==> src/rtl/mem_arbiter.sv <==
// Two-port (fetch/data) arbiter onto a single-port memory with one-cycle read latency.
// Grants are combinational; the response is steered back to the owner one cycle after acceptance.
module mem_arbiter #(
    parameter int unsigned p_dmem_pri = 0
) (
    input  logic        clk,
    input  logic        rst,
    input  logic        ireq_val,
    output logic        ireq_rdy,
    input  logic [31:0] ireq_addr,
    output logic        iresp_val,
    output logic [31:0] iresp_data,
    input  logic        dreq_val,
    output logic        dreq_rdy,
    input  logic        dreq_type,
    input  logic [31:0] dreq_addr,
    input  logic [31:0] dreq_wdata,
    output logic        dresp_val,
    output logic [31:0] dresp_rdata,
    output logic        memreq_val,
    output logic        memreq_type,
    output logic [31:0] memreq_addr,
    output logic [31:0] memreq_wdata,
    input  logic [31:0] memresp_rdata
);

    localparam logic OWN_I = 1'b0;
    localparam logic OWN_D = 1'b1;

    logic last_grant_q, last_grant_d;
    logic infl_vld_q, infl_vld_d;
    logic infl_own_q, infl_own_d;
    logic infl_st_q, infl_st_d;
    logic gnt_i, gnt_d;

    // Grants are forced low while reset is held so nothing reaches memory.
    always_comb begin
        gnt_i = 1'b0;
        gnt_d = 1'b0;
        if (rst) begin
            if (p_dmem_pri != 0) begin
                gnt_d = dreq_val;
                gnt_i = ireq_val & ~dreq_val;
            end else if (ireq_val && dreq_val) begin
                gnt_i = (last_grant_q == OWN_D);
                gnt_d = ~gnt_i;
            end else begin
                gnt_i = ireq_val;
                gnt_d = dreq_val;
            end
        end
    end

    assign ireq_rdy     = gnt_i;
    assign dreq_rdy     = gnt_d;
    assign memreq_val   = gnt_i | gnt_d;
    assign memreq_type  = gnt_d & dreq_type;
    assign memreq_addr  = gnt_d ? dreq_addr : (gnt_i ? ireq_addr : 32'h0);
    assign memreq_wdata = gnt_d ? dreq_wdata : 32'h0;

    always_comb begin
        last_grant_d = last_grant_q;
        if (gnt_i) begin
            last_grant_d = OWN_I;
        end else if (gnt_d) begin
            last_grant_d = OWN_D;
        end
        infl_vld_d = gnt_i | gnt_d;
        infl_own_d = gnt_d;
        // Stores answer with zero, so the in-flight slot remembers the type.
        infl_st_d  = gnt_d & dreq_type;
    end

    always_ff @(posedge clk or negedge rst) begin
        if (!rst) begin
            last_grant_q <= OWN_D;
            infl_vld_q   <= 1'b0;
            infl_own_q   <= OWN_I;
            infl_st_q    <= 1'b0;
        end else begin
            last_grant_q <= last_grant_d;
            infl_vld_q   <= infl_vld_d;
            infl_own_q   <= infl_own_d;
            infl_st_q    <= infl_st_d;
        end
    end

    assign iresp_val   = infl_vld_q & (infl_own_q == OWN_I);
    assign dresp_val   = infl_vld_q & (infl_own_q == OWN_D);
    assign iresp_data  = iresp_val ? memresp_rdata : 32'h0;
    assign dresp_rdata = (dresp_val && !infl_st_q) ? memresp_rdata : 32'h0;

endmodule

==> config.mk <==
export PLATFORM = sky130hd
export DESIGN_NAME = mem_arbiter
export DESIGN_NICKNAME = d
export VERILOG_FILES = /design/src/rtl/mem_arbiter.sv
export SDC_FILE = /design/constraint.sdc
export NUM_CORES = 1
export LEC_CHECK = 0
export ABC_AREA = 1
export CAP_MARGIN = 20
export CORE_AREA = 2 2 104 106
export DETAILED_ROUTE_END_ITERATION = 10
export DIE_AREA = 0 0 106 108
export HOLD_SLACK_MARGIN = 0.05
export RECOVER_POWER = 50
export SYNTH_ARGS = -nofsm -noshare
export SYNTH_HDL_FRONTEND = slang
export SYNTH_SLANG_ARGS = --single-unit
==> constraint.sdc <==
create_clock -name clk -period 3.7 [get_ports clk]
set_clock_uncertainty 0.15 [all_clocks]
set_input_delay 0.74 -clock clk [delete_from_list [all_inputs] [get_ports clk]]
set_output_delay 0.74 -clock clk [all_outputs]
set_load 0.1 [all_outputs]
==> flow_summary_export.csv <==
group,metric,value,unit
hold_path,holdCritStartpoint,"last_grant_q",
yosys,synth_cell_type_count,18,
pwr,ir_worst_vdd,132,µV
timing,post-route-worst-setup-slack,0.379,ns
grt,grt_pass1_vias,2706,
cells_and_area,synthesis_to_finish_area_growth,182,%
yosys,synth.avg_cell_area,5.49,µm²
routing,drc,0,
cells_and_area,drive_gt1_frac,0.210,
status,status,"finished, final reports clean",
floorplan,number_of_cell_rows,37,
yosys,synth_warnings,0,
pwr,total_leakage_power,2.18,nW
grt,grt_overflow,0,
routing,routed_wl,8940,µm
pwr,power_per_unit_of_standard_cell_area,267,nW/µm²
hold_path,holdPathEnd,"last_grant_q",
timing,timing_max_transition_violations_final,0,
clocking,cts_inserted_buffers,3,
critical_path,worst_ep_required_time,2.81,ns
clocking,clkSlewWorstSetupHoldPaths,0.03,ns
hold_path,min_path_type,"reg2reg",
critical_path,critical_path.cell_chain,"dlygate4sd3_1 > nand2_1 > clkinv_4 > nand2_8 > buf_4 > nor2_4 > buf_12",
timing,grt_setup_unrepaired,"false",
critical_path,crit_path_start_kind,"input pin",
grt,grt_first_pass_wirelength,13200,µm
placement,dpl_worst_slack,0.483,ns
placement,gp_congestion,0.788,
routing,drtPass1Iterations,4,
clocking,cts_hold_buffers,0,
clocking,cts.path.max_buffers,2,
clocking,clock_tree_from_tritoncts,"built",
critical_path,critPathTopFamily,"buffers and inverters",
critical_path,r2r_end,"infl_st_q",
critical_path,cp.arrival,2.43,ns
yosys,synthesis_stage_register_bit_count,4,
timing,period_share,0.898,
yosys,yosys_top_cell_area_share,0.196,
routing,wl_per_cell,12.9,µm
clocking,clkLatencyLatePin,0.22,ns
floorplan,floorplan.io_pins,267,
timing,period_needed,3.32,ns
timing,slew-limit-headroom,0.179,
floorplan,floorplan.core_area,10200,µm²
grt,overall_global_routing_usage,0.142,
floorplan,start_util,0.163,
critical_path,critical_path.reg2reg.startpoint,"last_grant_q",
timing,actual_transition_at_the_worst_max_transition_pin,1.24,ns
floorplan,die-width,106,µm
timing,fmax,0.301,GHz
clocking,postCtsResizedCells,0,
clocking,cts_num_sinks,4,
critical_path,crit_path_end_kind,"output port",
flow_run,timing.max_cap.violations,0,
placement,hpwlAfterDp,7450,µm
yosys,synth.area.top_cells,"nor2_4 (20%), nand3_1 (19%), nor2_1 (16%)",
clocking,postCtsSetupBuffers,0,
critical_path,slowest_stage,"dlygate4sd3_1",
timing,setup_viol,0,
routing,route.vias.total,2729,
critical_path,reg2reg_depth,3,
floorplan,fp.dieH,108,µm
critical_path,criticalPathCategory,"in2out",
cells_and_area,nets,691,
clocking,clk_root_buffer_cell,"clkbuf_8",
hold_path,hold_path_cells,2,
placement,count_of_input_and_output_buffers,266,
routing,detail_route.vias_per_cell,3.94,
yosys,synth_area_leader_cell,"nor2_4",
floorplan,design.die.area,11400,µm²
critical_path,regToRegSetupSlack,2.23,ns
critical_path,critical_path_buf_inv_count,4,
yosys,synth_sequential_area_ratio,0.0609,
grt,antenna_found_initial,0,
critical_path,crit_fanout,30,
critical_path,slowest_stage_delay_on_critical_path,0.58,ns
routing,detailedRoute.firstIterationViolations,145,
grt,largest_net_degree_at_the_start_of_global_routing,34,
timing,finalHoldViolCount,0,
yosys,cell_area_after_synthesis,1660,µm²
clocking,htree_levels,1,
yosys,synthesized_nets,436,
cells_and_area,n_antenna_cell,0,
yosys,synthCells,303,
routing,antenna_violating_nets_post_route,0,
timing,setup_tns,0,ns
[state kept, by name, indices dropped and copies added (netlist names)]
name and cells:
infl_vld_q 1, infl_st_q 1, last_grant_q 1, infl_own_q 1
[logic make-up (layout without fill, tap and decap cells)]
family	Yosys count	count (layout)	share of synthesized area
simple gates	204	204	0.658
flops	4	4	0.0609
compound gates	1	1	0.00300
buf+inv	94	348	0.278
[placed cells by master, fill, tap and decap left out, types with 4 or more instances in the layout]
cell             netlist  routed
buf_4                  6       6
clkbuf_1               0      65
nand2_1               36      37
inv_2                  4       4
nor2_4                29      29
nand3_1               64      64
inv_1                 68      68
clkdlybuf4s50_1        0     131
buf_12                 3      68
nor2_1                70      70
[metal layers]
metal	up-vias	track usage	part of all wire	wire length, µm
met1	1168	0.140	0.34	3080
met3	12	0.0470	0.11	944
li1	1389	-	-	-
met4	0	0.0432	0.020	175
met2	160	0.280	0.53	4740
met5	-	0	0	0
[how the worst max path moves through the flow]
| stage | start | endpoint | slack [ns] | cells after the start |
|---|---|---|---|---|
| 2_1_floorplan | infl_own_q | iresp_data[10] | 0.02 | 4 |
| 3_3_place_gp | rst | memreq_addr[15] | 0.51 | 6 |
| 3_5_place_dp | rst | memreq_addr[10] | 0.48 | 6 |
| 4_1_cts | rst | memreq_addr[10] | 0.48 | 6 |
| 5_1_grt | rst | memreq_wdata[24] | 0.32 | 7 |
| 6_report | rst | memreq_wdata[24] | 0.38 | 7 |
[synth_stat cells (all sizes together)]
library cell	number
a21oi	1
buf	21
clkinv	1
dfrtp	3
dfstp	1
inv	72
nand2	40
nand3	64
nor2	100
[power by group]
part,switching (mW),internal (mW)
clock network,0.0285,0.0741
logic,0.757,0.339
registers,0.00337,0.0490
total,0.789,0.462
[tightest hold or removal path, stage by stage (launching register included)]
cell and delay [ns]:
dfstp_2 0.38, nor2_1 0.10, nor2_1 0.05
[cell type report]
| class | instances | area [µm²] |
|---|---|---|
| Fill cell | 1032 | 5540 |
| Timing Repair Buffer | 271 | 3000 |
| Multi-Input combinational cell | 205 | 1100 |
| Inverter | 73 | 279 |
| Tap cell | 136 | 170 |
| Sequential cell | 4 | 101 |
| Clock buffer | 4 | 45.0 |
[metrics by stage]
stage / total power [mW] / std cells / instance area [µm²] / utilization / hold slack, ns
2_1_floorplan: 0.778 / 303 / 1660 / - / 0.294
3_3_place_gp: 1.18 / 688 / 4860 / 0.475 / 0.387
3_5_place_dp: 1.18 / 688 / 4860 / 0.475 / 0.385
4_1_cts: 1.29 / 692 / 4900 / 0.479 / 0.389
5_1_grt: 1.30 / 693 / 4690 / 0.458 / 0.402
6_report: 1.25 / 693 / 4690 / 0.458 / 0.388
Note: power is estimated with default switching activity, not from simulation.
